### src/rtl/arb_mux_pkg.sv
// Shared types and helpers for the arbitrated stream multiplexer.
package arb_mux_pkg;

  // Arbitration policy selected at elaboration time.
  typedef enum logic {
    ARB_FIXED,
    ARB_RR
  } arb_mode_e;

  // Packet-lock state: open for arbitration, or held by one channel mid-packet.
  typedef enum logic {
    LK_OPEN,
    LK_HELD
  } lock_state_e;

  // Channel-index width; a single channel still needs a 1-bit index.
  function automatic int sel_width(input int n);
    return (n > 1) ? $clog2(n) : 1;
  endfunction

endpackage

### src/rtl/arb_pick.sv
// Combinational channel picker: rotate the search start to ptr (round-robin)
// or to 0 (fixed priority) and return the first requesting channel.
module arb_pick
  import arb_mux_pkg::*;
#(
  parameter int        N    = 4,
  parameter arb_mode_e MODE = ARB_RR,
  localparam int       SELW = sel_width(N)
) (
  input  logic [N-1:0]    req,
  input  logic [SELW-1:0] ptr,
  output logic [SELW-1:0] gnt_idx,
  output logic            gnt_any
);

  localparam int unsigned NU = N;

  int unsigned base;
  int unsigned idx;

  // Walk channels from the start position, wrapping modulo N; first hit wins.
  always_comb begin
    gnt_idx = '0;
    gnt_any = 1'b0;
    base    = (MODE == ARB_RR) ? 32'(ptr) : 32'd0;
    idx     = 32'd0;
    if (base >= NU) begin
      base = 32'd0;
    end
    for (int unsigned k = 0; k < NU; k++) begin
      idx = base + k;
      if (idx >= NU) begin
        idx = idx - NU;
      end
      if (!gnt_any && req[SELW'(idx)]) begin
        gnt_any = 1'b1;
        gnt_idx = SELW'(idx);
      end
    end
  end

endmodule

### src/rtl/arb_mux.sv
// N-channel registered stream multiplexer with internal arbitration and
// packet locking on last-delimited multi-beat transfers.
module arb_mux
  import arb_mux_pkg::*;
#(
  parameter int        WIDTH = 32,
  parameter int        N     = 4,
  parameter arb_mode_e MODE  = ARB_RR,
  localparam int       SELW  = sel_width(N)
) (
  input  logic                 clk,
  input  logic                 rst_n,
  input  logic [N-1:0]         in_valid,
  input  logic [N*WIDTH-1:0]   in_data,
  input  logic [N-1:0]         in_last,
  output logic [N-1:0]         in_ready,
  output logic                 out_valid,
  output logic [WIDTH-1:0]     out_data,
  output logic                 out_last,
  output logic [SELW-1:0]      out_sel,
  input  logic                 out_ready
);

  lock_state_e       state;
  lock_state_e       state_nxt;
  logic [SELW-1:0]   locked_ch;
  logic [SELW-1:0]   locked_ch_nxt;
  logic [SELW-1:0]   ptr;
  logic [SELW-1:0]   ptr_nxt;
  logic [SELW:0]     ptr_inc;

  logic [SELW-1:0]   pick_idx;
  logic              pick_any;
  logic [SELW-1:0]   gnt;
  logic              grant_valid;
  logic              load;
  logic              accept;

  logic [WIDTH-1:0]  ch_data [N];

  for (genvar g = 0; g < N; g++) begin : g_unpack
    assign ch_data[g] = in_data[g*WIDTH +: WIDTH];
  end

  arb_pick #(
    .N    (N),
    .MODE (MODE)
  ) u_pick (
    .req     (in_valid),
    .ptr     (ptr),
    .gnt_idx (pick_idx),
    .gnt_any (pick_any)
  );

  // While a packet is in flight the owner keeps the grant, even if it idles.
  always_comb begin
    if (state == LK_HELD) begin
      gnt         = locked_ch;
      grant_valid = in_valid[locked_ch];
    end else begin
      gnt         = pick_idx;
      grant_valid = pick_any;
    end
  end

  // Output register can take a beat when empty or draining this cycle.
  always_comb begin
    load     = !out_valid || out_ready;
    accept   = load && grant_valid;
    in_ready = '0;
    if (accept) begin
      in_ready[gnt] = 1'b1;
    end
  end

  // Lock and pointer next-state; pointer advances only at packet boundaries.
  always_comb begin
    state_nxt     = state;
    locked_ch_nxt = locked_ch;
    ptr_nxt       = ptr;
    ptr_inc       = {1'b0, gnt} + 1'b1;
    if (accept) begin
      if (in_last[gnt]) begin
        state_nxt = LK_OPEN;
        ptr_nxt   = (ptr_inc >= (SELW+1)'(N)) ? '0 : ptr_inc[SELW-1:0];
      end else begin
        state_nxt     = LK_HELD;
        locked_ch_nxt = gnt;
      end
    end
  end

  // Lock/pointer state register.
  always_ff @(posedge clk or negedge rst_n) begin
    if (!rst_n) begin
      state     <= LK_OPEN;
      locked_ch <= '0;
      ptr       <= '0;
    end else begin
      state     <= state_nxt;
      locked_ch <= locked_ch_nxt;
      ptr       <= ptr_nxt;
    end
  end

  // Single output stage; payload only changes when a new beat is taken.
  always_ff @(posedge clk or negedge rst_n) begin
    if (!rst_n) begin
      out_valid <= 1'b0;
      out_data  <= '0;
      out_last  <= 1'b0;
      out_sel   <= '0;
    end else if (load) begin
      out_valid <= grant_valid;
      if (grant_valid) begin
        out_data <= ch_data[gnt];
        out_last <= in_last[gnt];
        out_sel  <= gnt;
      end
    end
  end

  // At most one channel is accepted, and only one that is offering a beat.
  a_ready_onehot : assert property (@(posedge clk) disable iff (!rst_n)
    $onehot0(in_ready));
  a_ready_valid : assert property (@(posedge clk) disable iff (!rst_n)
    (in_ready & ~in_valid) == '0);

endmodule

### config.mk
export PLATFORM = sky130hd
export DESIGN_NAME = arb_mux
export DESIGN_NICKNAME = d
export VERILOG_FILES = /design/src/rtl/arb_mux_pkg.sv /design/src/rtl/arb_pick.sv /design/src/rtl/arb_mux.sv
export SDC_FILE = /design/constraint.sdc
export NUM_CORES = 1
export LEC_CHECK = 0
export BUFFER_PORTS_ARGS = -buffer_cell sky130_fd_sc_hd__buf_2
export CAP_MARGIN = 20
export CORE_UTILIZATION = 46
export CTS_BUF_LIST = sky130_fd_sc_hd__clkbuf_8
export CTS_CLUSTER_DIAMETER = 80
export DETAILED_ROUTE_END_ITERATION = 8
export GPL_TIMING_DRIVEN = 0
export PLACE_DENSITY = 0.9
export SETUP_SLACK_MARGIN = 0.15
export SYNTH_ARGS = -nofsm -noshare
export SYNTH_HDL_FRONTEND = slang
export SYNTH_SLANG_ARGS = --single-unit
### constraint.sdc
create_clock -name clk -period 4.5 [get_ports clk]
set_input_delay 0.225 -clock clk [delete_from_list [all_inputs] [get_ports clk]]
set_output_delay 0.225 -clock clk [all_outputs]
set_load 0.005 [all_outputs]
Yosys cells after proc, flatten, opt, wreduce, memory -nomap -nowiden --
Index checks and enable logic that the tools add are counted.
Word-level totals: output and inout bits 40, register bits after elaboration 41, input bits 139, word-level logic and storage cells 77
Operators by class: reduce and logical (&&, ||, !) cells 13, magnitude comparators 13, multiplexer cells 34, add/subtract/negate cells 8, bitwise operators 2
Operators by type and width (count):
- $bmux W32 S2 | 1
- $mux W32 | 2
- $mux W2 | 10
- $lt A2 B3 Y1 const B | 6
- $ge A3 B3 Y1 const B | 5
- $mux W1 | 13
- $bmux W1 S2 | 6
- $sub A2 B1 Y2 const B | 4
- $add A2 B1 Y3 const B | 2
- $add A2 B2 Y3 const B | 2
- $reduce_and A2 Y1 | 3
- $logic_and A1 B1 Y1 | 5
- $logic_not A1 Y1 | 4
- $mux W4 | 1
- $ge A2 B3 Y1 const B | 1
- $not A2 Y3 | 1
- $demux W1 S2 | 1
- $ge A2 B1 Y1 const B | 1
- $logic_or A1 B1 Y1 | 1
- $not A1 Y1 | 1

Logic depth before layout (Yosys ltp) --
depth after elaboration 20, mapped depth 9, depth with buffers taken out 8

Hierarchy --
Synthesis repeated with hierarchy kept, for this count alone.
Second synthesis, totals: cells, all modules 240, area, all modules 3001.6 um^2
Modules (own cells, without submodules):
- arb_mux | area each 2924.1 um^2, sequential area each 1026.0 um^2, times used 1, cells an instance 225
- arb_pick | area each 77.6 um^2, sequential area each 0.0 um^2, times used 1, cells an instance 15

Worst setup path before layout --
Ideal clock, no wire load.
kind reg-to-reg, start point register ptr[0], end point register ptr[1], stages on the path, launching flop included 9, path slack 2359 ps, data required time 4375 ps, period minus slack after synthesis 2141 ps, library setup time 125 ps, buffers on the path 0, arrival 2016 ps, cells stage by stage dfrtp_1 -> inv_1 -> a221oi_1 -> a21oi_1 -> o31ai_4 -> inv_2 -> mux4_2 -> nand2_2 -> mux2_4
Between the ends: cells in the longest elaborated chain, start to end 18, elaborated cells on any way between the ends 46, classes of those cells add/sub (8); order compare (5); mux (25); reduce/logical (8)
RTL lines:
- start: declaration | line arb_mux.sv:28 | logic [SELW-1:0] ptr;
- start signal: assignment | line arb_mux.sv:102 | ptr <= ptr_nxt;
- branches (longest 13 deep; another with $add A2 B1 Y3)
- $mux W2 * | line arb_pick.sv:35 | if (!gnt_any && req[SELW'(idx)]) begin
- $mux W2 * | line arb_mux.sv:57 | if (state == LK_HELD) begin
- via gnt[0] | line arb_mux.sv:34 | logic [SELW-1:0] gnt;
- $add A2 B1 Y3 / $bmux W1 S2 (equally long branches) | line arb_mux.sv:81, arb_mux.sv:83
- $ge A3 B3 Y1 / $mux W1 (equally long branches) | line arb_mux.sv:85, arb_mux.sv:83
- $mux W2 / $reduce_and A2 Y1 (equally long branches)
Mark *: on every way through the listed nets, which the timed path passes. The select of a mux whose other input is x is not followed. A chain may end at the register's enable or synchronous reset.

Final worst setup path --
start point register ptr[1], end point output in_ready[2]
Between the ends: cells in the longest elaborated chain, start to end 20, elaborated cells on any way between the ends 46, classes of those cells add/sub (7); order compare (6); mux (25); reduce/logical (8)
RTL lines:
- branches (longest 13 deep; another with $add A2 B1 Y3)
- $mux W2 * | line arb_pick.sv:35
- $mux W2 * | line arb_mux.sv:57
- via gnt[1] | line arb_mux.sv:34
- $lt A2 B3 Y1 (not written as such) / $ge A2 B1 Y1 (equally long branches) | line arb_mux.sv:72 | in_ready[gnt] = 1'b1;
- $logic_and A1 B1 Y1 (not written as such) | line arb_mux.sv:72
- $mux W1 (not written as such) | line arb_mux.sv:72
- $demux W1 S2 * | line arb_mux.sv:72
- $mux W4 * | line arb_mux.sv:71 | if (accept) begin
- end: declaration | line arb_mux.sv:16 | output logic [N-1:0] in_ready,
Marked as above.

==> Implementation_results.wiki <==
{| class="wikitable"
! Metric !! Value
|-
| Outcome || finished, final reports clean
|-
| Gp weighted congestion || 0.8142
|-
| Net count after synthesis || 392
|-
| Pwr dens || 684.2 nW/um2
|-
| Cell count after placement || just under 500
|-
| Routed Wire Length || 7942 um
|-
| Clock sink count || just over 40
|-
| CTS hold repair buffers || 0
|-
| Port Buffers || 178
|-
| Most common cell after layout, fill and taps aside || buf_2
|-
| Cell chosen for the clock root || clkbuf_8
|-
| Number of hold-slack violations in the final timing report || 0
|-
| Sequential Area || 1026 um2
|-
| HPWL Detailed || 6264 um
|-
| Reg2reg setup slack || 2.01 ns
|-
| Post-synthesis to final-layout area growth || 43.30%
|-
| DRC violation total after the first TritonRoute iteration || 123
|-
| Yosys top cell area share || 39.81%
|-
| Final Cycle Share || 59.95%
|-
| Sum of negative setup slack || 0 ns
|-
| Number of instances resized during post-cts repair || 0
|-
| Post-DR wirelength/cell || 15.73 um
|-
| Routed via count || roughly 2800
|-
| Fin Hold WS || between 0.05 and 0.06 ns
|-
| Share of final-layout standard cells stronger than drive strength 1 || 46.44%
|-
| Clock Skews || 0.003997 ns
|-
| Setup-violating endpoint count in the final report || 0
|-
| Number of distinct library cells after synthesis || 30
|-
| Residual DRC count || 0
|-
| Via count of the first global-routing pass || 2777
|-
| Top library cells by usage in the layout, fill and taps aside || 184 x buf_2, 66 x mux2i_1, 42 x nand2_1
|-
| Die Area || about 6000 um2
|-
| Fraction of the core area covered by cells at the end of the flow || 70.52%
|-
| Total of fill cells in the finished design || 403
|-
| Highest cell delay on the worst timing path || 0.45 ns
|-
| Synthesis warning total || 0
|-
| Number of pins with negative max-slew slack in the final report || 0
|-
| TritonCTS clock tree || yes
|-
| Peak supply drop || around 0.00039 V
|-
| Largest net degree at the start of global routing || 42
|-
| Slew at the pin closest to its max-slew limit || 0.8993 ns
|-
| Reg-to-reg critical path startpoint || state
|-
| Crit path from || ptr[1]
|-
| Switching power summed over all nets || 1.060 mW
|-
| Leading cell types by total area after synthesis || dfrtp_1 40%, mux2i_1 26%, o221ai_1 12%
|-
| Sequential element share of the synthesized area || 39.81%
|-
| H-tree depth reported by CTS || 2
|-
| Number of top-level pins || roughly 180
|-
| Critical path start-end classification || register to primary output
|-
| Maximum net fanout on the critical path || 11
|-
| N_diodes || 0
|-
| Leakage power summed over all cells || 2.061 nW
|-
| Maximum achievable frequency || 0.3707 GHz
|-
| Standard cell core area || ~5200 um2
|-
| Aggregate global routing overflow || 0
|-
| Max transition margin || 40.05%
|-
| Internal Pwr Total || 1.467 mW
|-
| Number of violations of the max-capacitance limit || 0
|-
| Cell count after synthesis || 249
|-
| Tmin final || 2.698 ns
|-
| Worst Path Arrival || 2.47 ns
|-
| Net switching fraction of the power || approximately two fifths
|-
| Fraction of power consumed by combinational cells || 59.4%
|-
| Area post-placement || 3556 um2
|-
| Synthesized area || 2577 um2
|-
| Total CTS buffers || 5
|-
| Startpoint Class || register
|-
| Residual antenna-violating net count after detailed routing || 0
|-
| Insertion delay to the later sink of the worst-skew pair || just under 0.3 ns
|-
| Count of state elements after synthesis || 41
|-
| Worst path cell trace || and4bb_2, a21oi_1, nand2_1, o221ai_1, buf_2, buf_2, inv_1, ha_1, and2_1, buf_2
|-
| HP Class || input port to async pin
|-
| Mean instance size in the synthesized netlist || 10.35 um2
|-
| Number of nets in the layout || 577
|-
| Flop pwr share || a little over a quarter
|-
| Setup bufs post-CTS || 0
|-
| Buffers from clock root to sink, at most || 2
|-
| Kind of end point of the critical path || primary output
|-
| Number of rows in the core area || 26
|-
| Number of detailed-routing iterations run before antenna repair || 4
|-
| Top cell type by total area after synthesis || dfrtp_1
|-
| First-pass GRT wire length || 12560 um
|-
| Post-layout instance count excluding filler cells || 505
|-
| Endpoint required time on the critical path || 4.28 ns
|-
| Final Instance Area || 3694 um2
|-
| CP max stage cell || dfrtp_1
|-
| Clock slew at the register clock pins of the worst setup and hold paths || about 0.080 ns
|-
| Crit path top cell by count || buf_2
|-
| Chip Width || about 77 um
|-
| Number of antenna violations at the first check in global routing || 0
|-
| Vias per cell || about 5.5
|-
| Part of the power in the clock network || 14.2%
|-
| Chip Height || approximately 77 um
|-
| Initial core utilization || 49.21%
|-
| Tot GR Track Use || 26.53%
|-
| Multi-input gate area in the final layout || 1450 um2
|-
| Setup repair after global routing missed its margin || no
|}
through the flow:
step	worst slack (ns)	power [mW]
after detailed placement	1.978	2.185
final	1.802	2.527
after global placement	2.044	2.108
after CTS	1.785	2.547
after global routing	1.648	2.704
after floorplan	2.359	1.674
sequential cells by signal, summed over array words and instances, names as in the netlist:
name and cells:
out_sel 2, out_data 32, locked_ch 2, state 1, out_valid 1, ptr 2
out_last 1
worst max-delay path, delay by kind of cell (launching register included):
kind / cells / cell delay [ns]
adder cells (fa/ha/maj): 1 / 0.19
buffers and inverters: 4 / 0.78
AND/OR/NAND/NOR: 3 / 0.47
flip-flops: 1 / 0.45
AO/OA/AOI/OAI: 2 / 0.30
worst paths after layout:
check,to,cells past startpoint
max in group asynchronous,out_data[18],1
worst max register to register,out_data[26],7
min in group clk,out_valid,3
worst min register to register,out_sel[1],2
worst max-delay path,in_ready[2],10
worst min-delay path,out_data[13],1
layer usage:
layer | GRT usage (%) | vias to the layer above | wire (um)
li1 | - | 1310 | -
met1 | 28.34 | 1303 | 3002
met3 | 6.190 | 10 | 567
met2 | 50.89 | 139 | 4262
met4 | 7.885 | 0 | 109
met5 | 0 | - | 0
cell families (layout without fill, tap and decap cells):
logic type,Yosys count,in the layout,synth area share [%]
and+or+nand+nor,59,59,10.29
DFF,41,41,39.81
AOI/OAI and AO/OA,53,53,16.50
buffers and inverters,23,209,3.932
adders and majority gates,4,4,1.942
muxes,69,69,27.52
cell type report:
type | count | area share, %
Buffer | 19 | 2.337
Clock buffer | 5 | 1.863
Clock inverter | 3 | 1.863
Inverter | 4 | 0.4065
Multi-Input combinational cell | 185 | 39.26
Sequential cell | 41 | 27.78
Tap cell | 70 | 2.371
Timing Repair Buffer | 178 | 24.12
cells in the mapped netlist:
library cell  number
or3_1              1
clkbuf_1           8
mux2_4             1
nand2_2            1
o31ai_4            1
a221oi_1           1
buf_2              6
nor2b_1            4
nand2_1           42
buf_4              2
nand2b_1           3
ha_1               4
mux4_2             1
a21oi_1            7
inv_1              3
o221ai_1          34
and2_1             4
buf_1              3
mux2_2             1
inv_2              1
dfrtp_1           41
mux2i_1           66
a211oi_1           1
or2_2              1
o31ai_1            2
a31oi_1            2
o21ai_0            4
nor2_1             2
o21a_1             1
and4bb_2           1
power by group through the flow:
stage	clock network, mW	registers (mW)	logic [mW]
final	0.358	0.668	1.50
after global routing	0.377	0.690	1.64
after CTS	0.365	0.668	1.51
after detailed placement	0	0.671	1.51
after global placement	0	0.660	1.45
after floorplan	0	0.673	1.00
(Power assumes the default switching activity.)
